==> src/rtl/sparc_exu_rml_wintrk.sv <==
// Per-thread register-window tracker: CWP/CANSAVE/CANRESTORE, spill/fill traps, IRF swap handshake.
// Optional clean-window tracking is built when RML_CLEANWIN_EN is defined.
module sparc_exu_rml_wintrk (
    input  logic        rclk,
    input  logic        reset,
    input  logic        ifu_exu_save_d,
    input  logic        ifu_exu_restore_d,
    input  logic        ifu_exu_wrcwp_d,
    input  logic [2:0]  ifu_exu_wrdata_d,
    input  logic [1:0]  ifu_exu_tid_d,
`ifdef RML_CLEANWIN_EN
    input  logic        ifu_exu_wrcln_d,
    input  logic [2:0]  ifu_exu_wrcln_data_d,
    output logic        rml_cln_trap_w,
`endif
    output logic        rml_rdy,
    output logic [11:0] rml_cwp_all,
    output logic        rml_spill_trap_w,
    output logic        rml_fill_trap_w,
    output logic [1:0]  rml_trap_tid_w,
    output logic        rml_swap_vld,
    output logic [1:0]  rml_swap_tid,
    output logic [2:0]  rml_swap_old_cwp,
    output logic [2:0]  rml_swap_new_cwp
);

    localparam int unsigned NTHR = 4;
    localparam int unsigned NWIN = 8;
    localparam int unsigned CWPW = $clog2(NWIN);
    localparam int unsigned TIDW = $clog2(NTHR);
    localparam logic [CWPW-1:0] CANSAVE_RST = CWPW'(NWIN - 2);

    typedef enum logic [1:0] {IDLE, SWAP1, SWAP2} state_t;

    state_t state, state_nxt;

    logic [CWPW-1:0] cwp        [NTHR];
    logic [CWPW-1:0] cansave    [NTHR];
    logic [CWPW-1:0] canrestore [NTHR];
    logic [CWPW-1:0] cwp_nxt        [NTHR];
    logic [CWPW-1:0] cansave_nxt    [NTHR];
    logic [CWPW-1:0] canrestore_nxt [NTHR];

    logic            spill_nxt;
    logic            fill_nxt;
    logic [TIDW-1:0] trap_tid_nxt;
    logic [TIDW-1:0] swap_tid_nxt;
    logic [CWPW-1:0] swap_old_nxt;
    logic [CWPW-1:0] swap_new_nxt;

    logic wrcln_c;
    logic cln_hit_c;

`ifdef RML_CLEANWIN_EN
    logic [CWPW-1:0] cleanwin     [NTHR];
    logic [CWPW-1:0] cleanwin_nxt [NTHR];
    logic            cln_nxt;

    assign wrcln_c   = ifu_exu_wrcln_d;
    assign cln_hit_c = (cleanwin[ifu_exu_tid_d] == canrestore[ifu_exu_tid_d]);
`else
    assign wrcln_c   = 1'b0;
    assign cln_hit_c = 1'b0;
`endif

    // Request decode, architectural update and FSM next state
    always_comb begin
        state_nxt      = state;
        cwp_nxt        = cwp;
        cansave_nxt    = cansave;
        canrestore_nxt = canrestore;
        spill_nxt      = 1'b0;
        fill_nxt       = 1'b0;
        trap_tid_nxt   = rml_trap_tid_w;
        swap_tid_nxt   = rml_swap_tid;
        swap_old_nxt   = rml_swap_old_cwp;
        swap_new_nxt   = rml_swap_new_cwp;
`ifdef RML_CLEANWIN_EN
        cleanwin_nxt   = cleanwin;
        cln_nxt        = 1'b0;
`endif
        unique case (state)
            IDLE: begin
                if (ifu_exu_wrcwp_d) begin
                    cwp_nxt[ifu_exu_tid_d] = ifu_exu_wrdata_d;
                    swap_tid_nxt           = ifu_exu_tid_d;
                    swap_old_nxt           = cwp[ifu_exu_tid_d];
                    swap_new_nxt           = ifu_exu_wrdata_d;
                    state_nxt              = SWAP1;
                end else if (!wrcln_c && ifu_exu_save_d) begin
                    if (cansave[ifu_exu_tid_d] == '0) begin
                        spill_nxt    = 1'b1;
                        trap_tid_nxt = ifu_exu_tid_d;
                    end else if (cln_hit_c) begin
`ifdef RML_CLEANWIN_EN
                        cln_nxt      = 1'b1;
`endif
                        trap_tid_nxt = ifu_exu_tid_d;
                    end else begin
                        cwp_nxt[ifu_exu_tid_d]        = cwp[ifu_exu_tid_d] + CWPW'(1);
                        cansave_nxt[ifu_exu_tid_d]    = cansave[ifu_exu_tid_d] - CWPW'(1);
                        canrestore_nxt[ifu_exu_tid_d] = canrestore[ifu_exu_tid_d] + CWPW'(1);
                        swap_tid_nxt                  = ifu_exu_tid_d;
                        swap_old_nxt                  = cwp[ifu_exu_tid_d];
                        swap_new_nxt                  = cwp[ifu_exu_tid_d] + CWPW'(1);
                        state_nxt                     = SWAP1;
                    end
                end else if (!wrcln_c && ifu_exu_restore_d) begin
                    if (canrestore[ifu_exu_tid_d] == '0) begin
                        fill_nxt     = 1'b1;
                        trap_tid_nxt = ifu_exu_tid_d;
                    end else begin
                        cwp_nxt[ifu_exu_tid_d]        = cwp[ifu_exu_tid_d] - CWPW'(1);
                        cansave_nxt[ifu_exu_tid_d]    = cansave[ifu_exu_tid_d] + CWPW'(1);
                        canrestore_nxt[ifu_exu_tid_d] = canrestore[ifu_exu_tid_d] - CWPW'(1);
                        swap_tid_nxt                  = ifu_exu_tid_d;
                        swap_old_nxt                  = cwp[ifu_exu_tid_d];
                        swap_new_nxt                  = cwp[ifu_exu_tid_d] - CWPW'(1);
                        state_nxt                     = SWAP1;
                    end
                end
`ifdef RML_CLEANWIN_EN
                // Clean-window write shares wrcwp priority and never swaps
                if (ifu_exu_wrcln_d) begin
                    cleanwin_nxt[ifu_exu_tid_d] = ifu_exu_wrcln_data_d;
                end
`endif
            end
            SWAP1:   state_nxt = SWAP2;
            SWAP2:   state_nxt = IDLE;
            default: state_nxt = IDLE;
        endcase
    end

    // State, architectural registers and registered outputs
    always_ff @(posedge rclk) begin
        if (reset) begin
            state            <= IDLE;
            cwp              <= '{default: '0};
            cansave          <= '{default: CANSAVE_RST};
            canrestore       <= '{default: '0};
            rml_rdy          <= 1'b1;
            rml_spill_trap_w <= 1'b0;
            rml_fill_trap_w  <= 1'b0;
            rml_trap_tid_w   <= '0;
            rml_swap_vld     <= 1'b0;
            rml_swap_tid     <= '0;
            rml_swap_old_cwp <= '0;
            rml_swap_new_cwp <= '0;
`ifdef RML_CLEANWIN_EN
            cleanwin         <= '{default: CWPW'(NWIN - 1)};
            rml_cln_trap_w   <= 1'b0;
`endif
        end else begin
            state            <= state_nxt;
            cwp              <= cwp_nxt;
            cansave          <= cansave_nxt;
            canrestore       <= canrestore_nxt;
            rml_rdy          <= (state_nxt == IDLE);
            rml_spill_trap_w <= spill_nxt;
            rml_fill_trap_w  <= fill_nxt;
            rml_trap_tid_w   <= trap_tid_nxt;
            rml_swap_vld     <= (state_nxt == SWAP1);
            rml_swap_tid     <= swap_tid_nxt;
            rml_swap_old_cwp <= swap_old_nxt;
            rml_swap_new_cwp <= swap_new_nxt;
`ifdef RML_CLEANWIN_EN
            cleanwin         <= cleanwin_nxt;
            rml_cln_trap_w   <= cln_nxt;
`endif
        end
    end

    // Flatten per-thread CWP registers onto the shared bus
    always_comb begin
        rml_cwp_all = '0;
        for (int t = 0; t < int'(NTHR); t++) begin
            rml_cwp_all[CWPW*t +: CWPW] = cwp[t];
        end
    end

endmodule

==> config.mk <==
export PLATFORM = sky130hd
export DESIGN_NAME = sparc_exu_rml_wintrk
export DESIGN_NICKNAME = d
export VERILOG_FILES = /design/src/rtl/sparc_exu_rml_wintrk.sv
export SDC_FILE = /design/constraint.sdc
export NUM_CORES = 1
export LEC_CHECK = 0
export ABC_AREA = 1
export CAP_MARGIN = 20
export CORE_MARGIN = 2
export CORE_UTILIZATION = 50
export DETAILED_ROUTE_END_ITERATION = 8
export HOLD_SLACK_MARGIN = 0.1
export PLACE_DENSITY = 0.74
export SLEW_MARGIN = 20
export SYNTH_ARGS = -nofsm -noshare
export SYNTH_HDL_FRONTEND = slang
export SYNTH_SLANG_ARGS = --single-unit
export TNS_END_PERCENT = 1
==> constraint.sdc <==
create_clock -name rclk -period 2.7 [get_ports rclk]
set_clock_uncertainty 0.05 [all_clocks]
set_input_delay 0.54 -clock rclk [delete_from_list [all_inputs] [get_ports rclk]]
set_output_delay 0.54 -clock rclk [all_outputs]
set_load 0.05 [all_outputs]
======== After elaboration in Yosys (flattened, before gate mapping) ========
Cells that the tools add are included.
word-level totals
  register bits after elaboration ......... 52
  bits of input ports ..................... 10
  output and inout port bits .............. 26
cells by class
  $add $sub $neg .......................... 6
  magnitude comparators ................... 2
  eq/ne operators ......................... 7
  mux-type cells .......................... 58
  bitwise logic cells ..................... 5
  reductions and logical operators ........ 13
operators with widths
  cell                 number
  $mux 12              13
  $bwmux 12            7
  $mux 3               17
  $mux 2               14
  $bmux 3 s2           3
  $reduce_and 5->1     2
  $add 3x1->3 const B  3
  $sub 3x1->3 const B  3
  $demux 3 s2          1
  $logic_not 3->1      2
  $ne 3x3->1 const B   2
  $reduce_or 5->1      1
  $eq 2x1->1 const B   2
  $logic_not 2->1      2
  $ne 2x2->1 const B   2
  $not 1->1            4
  $pmux 2 s2           1
  $reduce_and 4->1     1
  $reduce_bool 2->1    2
  $reduce_or 4->1      1
  $ge 3x3->1 const B   1
  $lt 3x1->1 const B   1
  $not 2->3            1
  $reduce_bool 3->1    1
  other kinds (3)      4

======== Longest topological paths before layout ========
Gate-level depths: netlist of the first run.
  depth in word-level cells ............... 11
  gate-level depth with buffers ........... 18
  gate-level depth less buffers ........... 16

======== Least setup slack after synthesis of the first run ========
OpenSTA, ideal clock, no wires.
  path type ............................... input to register
  start ................................... input ifu_exu_tid_d[1]
  end ..................................... register cwp (netlist bit rml_cwp_all[0])
  library setup time ...................... 0.117 ns
  arrival time ............................ 2.379 ns
  required time ........................... 2.533 ns
  slack ................................... 0.154 ns
  cell stages on the path ................. 15
  buffers on the path ..................... 3
  path through ............................ buf_4 inv_2 nor2_1 buf_2 a221oi_1 o21a_1 ha_1 inv_1 nor2_1 nand3_2 nand3_2 nand2_2 buf_4 a21oi_1 nor2_1
on the way
  cells in the longest elaborated chain, start to end .. 10
ends and longest elaborated chain
  element                                                                   line          source
  start, declared                                                           10            input logic [1:0] ifu_exu_tid_d,
  $not 2->3 (implied by the code) (*)                                       --
  $bmux 3 s2, or another cell as far along                                  100, 113
  $mux 3 (implied by the code) / $logic_and 1x1->1 (equally long branches)  100, 113, 85
  $mux 3, on equally long branches                                          100, 113, 85
  $sub 3x1->3 / $demux 3 s2 (equally long branches)                         113, 85, 100
  $bwmux 12                                                                 113           cwp_nxt[ifu_exu_tid_d] = cwp[ifu_exu_tid_d] - CWPW'(1);
  $mux 12                                                                   109           if (canrestore[ifu_exu_tid_d] == '0) begin
  $mux 12                                                                   108           end else if (!wrcln_c && ifu_exu_restore_d) begin
  $mux 12                                                                   90            end else if (!wrcln_c && ifu_exu_save_d) begin
  $mux 12                                                                   84            if (ifu_exu_wrcwp_d) begin
  end signal, assigned                                                      156           cwp <= cwp_nxt;
  end, declared                                                             37            logic [CWPW-1:0] cwp [NTHR];
Mark *: on every way between the ends. The rest lies on a longest branch, timed or not. The select of a mux whose other input is x is not followed.
A chain may end at the register's enable or synchronous reset.

======== Final worst setup path of the first run ========
  start ................................... input ifu_exu_tid_d[1]
  end ..................................... register canrestore[2] (netlist bit)
on the way
  cells in the longest elaborated chain, start to end .. 9
ends and longest elaborated chain
  element                                                                   line           source
  $not 2->3 (implied by the code) (*)                                       --
  $bmux 3 s2, or another cell as far along                                  102, 109, 115
  $mux 3 (implied by the code) / $logic_and 1x1->1 (equally long branches)  102, 109, 115
  $mux 3, on equally long branches                                          102, 109, 115
  $sub 3x1->3 / $demux 3 s2 (equally long branches)                         115, 102
  $bwmux 12                                                                 115            canrestore_nxt[ifu_exu_tid_d] = canrestore[ifu_exu_tid_d] - CWPW'(1);
  $mux 12                                                                   109
  $mux 12                                                                   108
  $mux 12                                                                   90
  end signal, assigned                                                      158            canrestore <= canrestore_nxt;
  end, declared                                                             39             logic [CWPW-1:0] canrestore [NTHR];
Marked as above.

==> qor.txt, run 1 <==
Vias/cell: 5.01
initial core utilization: 51.4%
number of cell rows: 26
total power: 1.95 mW
Mean Syn Cell Area: 7.08 um2
crit start category: primary input
root cell of the clock tree: clkbuf_8
Die Wd: 76.2 um
Yosys cell types: 36
clock share of power: 27.3%
Ant. Diodes: 0
final wirelength: 6810 um
crit path max fanout: 7
Logic pwr share: 29.2%
CTS tree: yes
I/O pin cnt: 36
CP peak stage delay: 0.27 ns
Pins Over Slew Limit: 0
Cell Pwr Density: 566 nW/um2
most common cell after layout, fill and taps aside: nand2_1
Vias: 2,555
Post-Syn Area: 2610 um2
Post-synth ARST share: 0%
Detailed Place HPWL: 5140 um
Worst Setup End Kind: flop
family with the most delay on the worst path: simple AND/OR/NAND/NOR gates
Setup CP Type: primary input to flop
Rel. slew slack: 65.7%
Hold Path Class: flop to flop
area added between synthesis and finish: 32.2%
final hold vios: 0
setup_tns: 0 ns
Crit path required time: 2.85 ns
drt drc: 0
pin count of the biggest net entering global routing: 43
net switching fraction of the power: 33.0%
vias in the first global route: 2,477
commonest non-fill, non-tap cells in the layout: nand2_1 (85), nor2_1 (66), dfxtp_1 (52)
WL/cell: 13.4 um
Die ar.: 5810 um2
number of synthesized flops with an enable pin: 0
clock-pin slew on the worst setup and hold paths: 0.10 ns
CTS buffer count: 5
Synth Flop Type: dfxtp_1
Max-cap violations: 0
crit path time final: 2.54 ns
Seq/Total Area, Yosys: 39.9%
Worst Tran Pin Value: 0.512 ns
endpoints failing setup: 0
antenna violations before repair: 0
Critical Path Most Common Cell: nor2_1
Int Pwr: 1.31 mW
initial DRC count: 128
Flop pwr share: 43.5%
grt ovf: 0
Total Routing Usage GR: 24.5%
Die Y: 76.2 um
Max clock buf depth: 2
Ys Warns: 0
arrival time worst endpoint: 2.69 ns
slowest cell on the critical path: dlygate4sd2_1
clock sink count: 52
unrepaired setup endpoints after global routing: no
CORE AREA: 5070 um2
latest clock arrival within the worst-skew pair: 0.31 ns
cells after synthesis: 368
status: complete, no violations
drt first pass iters: 4
CP cell instances: dlygate4sd2_1 -> inv_2 -> nor2_1 -> buf_4 -> a221oi_1 -> o21a_1 -> ha_2 -> inv_1 -> nor2_1 -> nand3_2 -> nand2_2 -> nor2_8 -> nand2_4 -> clkinv_4 -> nor2_1 -> nor2_1
Post-Syn Nets: 386
IO buf count: 35
synthesized flop and latch total: 52
critical path buffer and inverter count: 5
Tcrit/Tclk final: 93.9%
Max Fclk: 394 MHz
P_sw: 0.643 mW
first-pass GRT wire length: 11,500 um
DRT antenna net count: 0
Fill cells: 443
# nets final: 457
GPL Wtd Cong: 0.874
static leakage: 1.63 nW
layout cells sized above 1: 19.1%
H-tree depth: 2
worst ir drop on vdd: 0.280 mV
==> synthesized netlist by cell type (2+ instances only) <==
cell type	instances	area [um2]
ha_1	8	100
buf_4	2	15.0
nor2_1	66	248
nand3_2	3	30.0
buf_6	3	33.8
nand2_1	86	323
o21ai_1	3	15.0
clkinv_2	2	10.0
a22oi_1	3	22.5
xnor2_1	2	17.5
inv_1	25	93.8
xor2_1	3	26.3
nand2_4	5	56.3
or2_2	2	12.5
nand2_2	3	18.8
dfxtp_1	52	1040
buf_2	5	25.0
o21ai_0	19	95.1
nand3_1	33	165
a21oi_1	20	100
clkbuf_1	2	7.51
a221oi_1	2	17.5
inv_2	6	22.5
==> final timing paths <==
| path | start | endpoint | slack (ns) | cells past startpoint |
|---|---|---|---|---|
| worst max register to register | canrestore[10] | canrestore[2] | 0.64 | 14 |
| worst max-delay path | ifu_exu_tid_d[1] | canrestore[2] | 0.16 | 16 |
| worst min-delay path | state[1] | state[1] | 0.39 | 1 |
| worst min register to register | state[1] | state[1] | 0.39 | 1 |
==> area by class of cell <==
type | count | area (um2) | share of cell area (%)
Clock buffer | 5 | 68.8 | 2.00
Clock inverter | 3 | 42.5 | 1.24
Inverter | 35 | 144 | 4.18
Multi-Input combinational cell | 269 | 1380 | 40.1
Sequential cell | 52 | 1040 | 30.2
Tap cell | 70 | 87.6 | 2.54
Timing Repair Buffer | 76 | 679 | 19.7
==> metrics by stage <==
| step | area (um2) | hold slack [ns] | utilization [%] | instances | worst slack (ns) |
|---|---|---|---|---|---|
| 2_1_floorplan | 2610 | 0.353 | - | 368 | 0.154 |
| 3_3_place_gp | 3280 | 0.365 | 64.6 | 501 | -0.402 |
| 3_5_place_dp | 3280 | 0.375 | 64.6 | 501 | -0.407 |
| 4_1_cts | 3410 | 0.388 | 67.1 | 509 | -0.0227 |
| 5_1_grt | 3440 | 0.418 | 67.9 | 510 | 0.0450 |
| 6_report | 3440 | 0.386 | 67.9 | 510 | 0.165 |
==> power groups by stage <==
| stage | clock network [mW] | registers, mW | logic, mW |
|---|---|---|---|
| after floorplan | 0 | 0.980 | 0.235 |
| after global placement | 0 | 0.864 | 0.547 |
| after detailed placement | 0 | 0.864 | 0.557 |
| after CTS | 0.539 | 0.847 | 0.562 |
| after global routing | 0.570 | 0.855 | 0.616 |
| final | 0.533 | 0.847 | 0.569 |
==> flip-flops by register name, indices dropped and copies added (netlist names) <==
register,cells
canrestore,12
cansave,12
rml_cwp_all,12
rml_fill_trap_w,1
rml_rdy,1
rml_spill_trap_w,1
rml_swap_new_cwp,3
rml_swap_old_cwp,3
rml_swap_tid,2
rml_swap_vld,1
rml_trap_tid_w,2
state,2
==> worst register-to-register path, cell delays in order, from the launching register on <==
cell      delay (ns)
dfxtp_1         0.31
inv_1           0.06
nor2_1          0.04
a221oi_1        0.20
o21a_1          0.23
ha_2            0.21
inv_1           0.04
nor2_1          0.11
nand3_2         0.12
nand2_2         0.14
nor2_8          0.07
nand2_4         0.13
clkinv_4        0.10
nor2_1          0.10
nor2_1          0.05
==> timing repair <==
item / in CTS / in global routing
pin swaps: 0 / 2
gates cloned: 0 / 1
setup endpoints to repair: 29 / 49
buffers inserted: 0 / 0
endpoints found under the hold margin: 0 / 0
resized for setup: 9 / 8
hold buffers: 0 / 0
==> per-layer routing <==
layer	up-vias	share of wire [%]	track usage [%]	wire length (um)
met1	1174	44	29.1	3000
met3	16	4.4	6.16	303
met5	-	0	0	0
met2	50	49	42.9	3340
li1	1315	-	-	-
met4	0	2.6	8.91	176
==> cell families after synthesis <==
family                     share of synthesized area [%]
adders and majority gates                           3.84
xor gates and xnor gates                            1.68
and+or+nand+nor                                     35.1
DFF                                                 39.9
AOI/OAI and AO/OA                                   10.6
muxes                                              0.384
buffers and inverters                               8.50
Note: power is estimated with default switching activity, not from simulation.
==> run 2, diff against run 1 <==
--- a/config.mk
+++ b/config.mk
@@ -10,4 +10,5 @@
 export CORE_MARGIN = 2
 export CORE_UTILIZATION = 50
+export CTS_CLUSTER_SIZE = 30
 export DETAILED_ROUTE_END_ITERATION = 8
 export HOLD_SLACK_MARGIN = 0.1
==> constraint.sdc (replaced) <==
create_clock -name rclk -period 2.7 [get_ports rclk]
set_clock_uncertainty 0.05 [all_clocks]
set_input_delay 0.27 -clock rclk [delete_from_list [all_inputs] [get_ports rclk]]
set_output_delay 0.27 -clock rclk [all_outputs]
set_load 0.05 [all_outputs]
==> run 2 against run 1 <==
- design area down 2.7%
- final cell count down 0.98%
- maximum frequency up 1.3%
- core utilization down 1.8 points
- worst setup slack better by 0.032 ns
- clock power down 12%
- critical endpoint is now canrestore[0]
==> qor.txt, run 2 (same netlist as run 1, synthesis figures left out) <==
Fin Hold WS: 0.397 ns
WL/cell: 13.3 um
Reg2Reg Depth: 14
I/O pin cnt: 36
Ant. Diodes: 0
static leakage: 1.59 nW
setup bufs post-CTS: 0
layout cells sized above 1: 16.6%
crit start category: primary input
final hold vios: 0
unrepaired setup endpoints after global routing: no
vias in the first global route: 2,413
most common cell after layout, fill and taps aside: nand2_1
slowest cell on the critical path: clkdlybuf4s50_1
CORE AREA: 5070 um2
clock-pin slew on the worst setup and hold paths: 0.09 ns
Die Wd: 76.2 um
initial DRC count: 160
CTS buffer count: 5
endpoints failing setup: 0
Die Y: 76.2 um
Min-Delay Path Depth: 1
latest clock arrival within the worst-skew pair: 0.31 ns
Worst Hold Path EP: state[1]
Cell Pwr Density: 556 nW/um2
antenna violations before repair: 0
R2R Setup Slk: 0.63 ns
drt first pass iters: 4
number of cell rows: 26
CP cell instances: clkdlybuf4s50_1 -> inv_2 -> nor2_1 -> buf_4 -> a221oi_1 -> o21a_1 -> ha_1 -> inv_1 -> nor2_1 -> nand3_2 -> nand2_2 -> nor2_8 -> nand2_4 -> clkinv_2 -> nor2_1 -> nor2_1
Detailed Place HPWL: 5070 um
CP peak stage delay: 0.48 ns
Setup CP Type: primary input to flop
first-pass GRT wire length: 11,300 um
clock sink count: 52
H-tree depth: 2
Fill cells: 474
Crit path required time: 2.86 ns
crit path time final: 2.50 ns
GPL Wtd Cong: 0.891
Rel. slew slack: 66.3%
# nets final: 452
Vias/cell: 5.09
Final Core Density: 66.1%
Worst Tran Pin Value: 0.503 ns
Worst Setup End Kind: flop
pin count of the biggest net entering global routing: 28
Hold Path Origin: state[1]
Max-cap violations: 0
grt ovf: 0
drt drc: 0
DRT antenna net count: 0
Hold Path Class: flop to flop
area of the multi-input gates: 1350 um2
arrival time worst endpoint: 2.66 ns
final wirelength: 6710 um
area added between synthesis and finish: 28.6%
Tcrit/Tclk final: 92.7%
crit path max fanout: 8
Critical Path Most Common Cell: nor2_1
Die ar.: 5810 um2
Max Fclk: 400 MHz
root cell of the clock tree: clkbuf_8
Max clock buf depth: 2
worst ir drop on vdd: 0.402 mV
Sequential Area: 1040 um2
Total Routing Usage GR: 23.9%
IO buf count: 35
status: complete, no violations
Vias: 2,569
initial core utilization: 51.4%
Pins Over Slew Limit: 0
r2r endpoint: canrestore[0]
commonest non-fill, non-tap cells in the layout: nand2_1 (86), nor2_1 (66), dfxtp_1 (52)
CTS tree: yes
reg2reg start: canrestore[10]
==> run 2: worst max-delay path by stage <==
stage,startpoint,endpoint,slack [ns],cells past startpoint
final,ifu_exu_tid_d[1],canrestore[0],0.20,16
after floorplan,ifu_exu_tid_d[1],rml_cwp_all[0],0.42,15
after detailed placement,ifu_exu_tid_d[0],rml_cwp_all[4],-0.12,13
after CTS,ifu_exu_tid_d[1],rml_cwp_all[4],0.19,14
after global routing,ifu_exu_tid_d[1],cansave[1],0.01,17
after global placement,ifu_exu_tid_d[1],cansave[1],-0.1,17
==> run 2: layout make-up <==
cell class | count | area share, %
clock buffer | 7 | 2.58
clock inverter | 1 | 0.224
tap | 70 | 2.61
inverter | 35 | 4.07
sequential | 52 | 31.1
multi-input combinational | 268 | 40.4
timing repair buffer | 72 | 19.1
==> run 2: layer usage <==
layer / wire [um] / track usage [%]
met4: 82 / 7.09
met5: 0 / 0
met2: 3180 / 40.2
met3: 381 / 4.38
met1: 3060 / 31.5
==> run 2: stage by stage <==
step	instance area [um2]	instances	power, mW	worst slack, ns	TNS (ns)
after floorplan	2610	368	1.22	0.424	0
after global placement	3250	497	1.40	-0.0952	-1.05
after detailed placement	3250	497	1.41	-0.124	-1.81
after CTS	3340	505	1.86	0.192	0
after global routing	3350	505	1.96	0.0115	0
final	3350	505	1.86	0.197	0
==> run 2: timing repair <==
item / 4_1_cts / 5_1_grt
hold endpoints to repair: 0 / 0
endpoints found under the setup margin: 0 / 7
resized for setup: 0 / 3
hold buffers: 0 / 0
==> run 2: critical path, delay by kind of cell <==
| kind | cells | cell delay, ns |
|---|---|---|
| buffers and inverters | 5 | 0.93 |
| and+or+nand+nor | 8 | 0.76 |
| adders and majority gates | 1 | 0.20 |
| AOI/OAI and AO/OA | 2 | 0.49 |
==> run 2: report_power, final <==
part           leakage, nW  total (mW)  internal (mW)  switching (mW)
registers            0.425       0.846          0.817          0.0295
logic                 1.12       0.550          0.201           0.349
clock network       0.0445       0.467          0.209           0.258
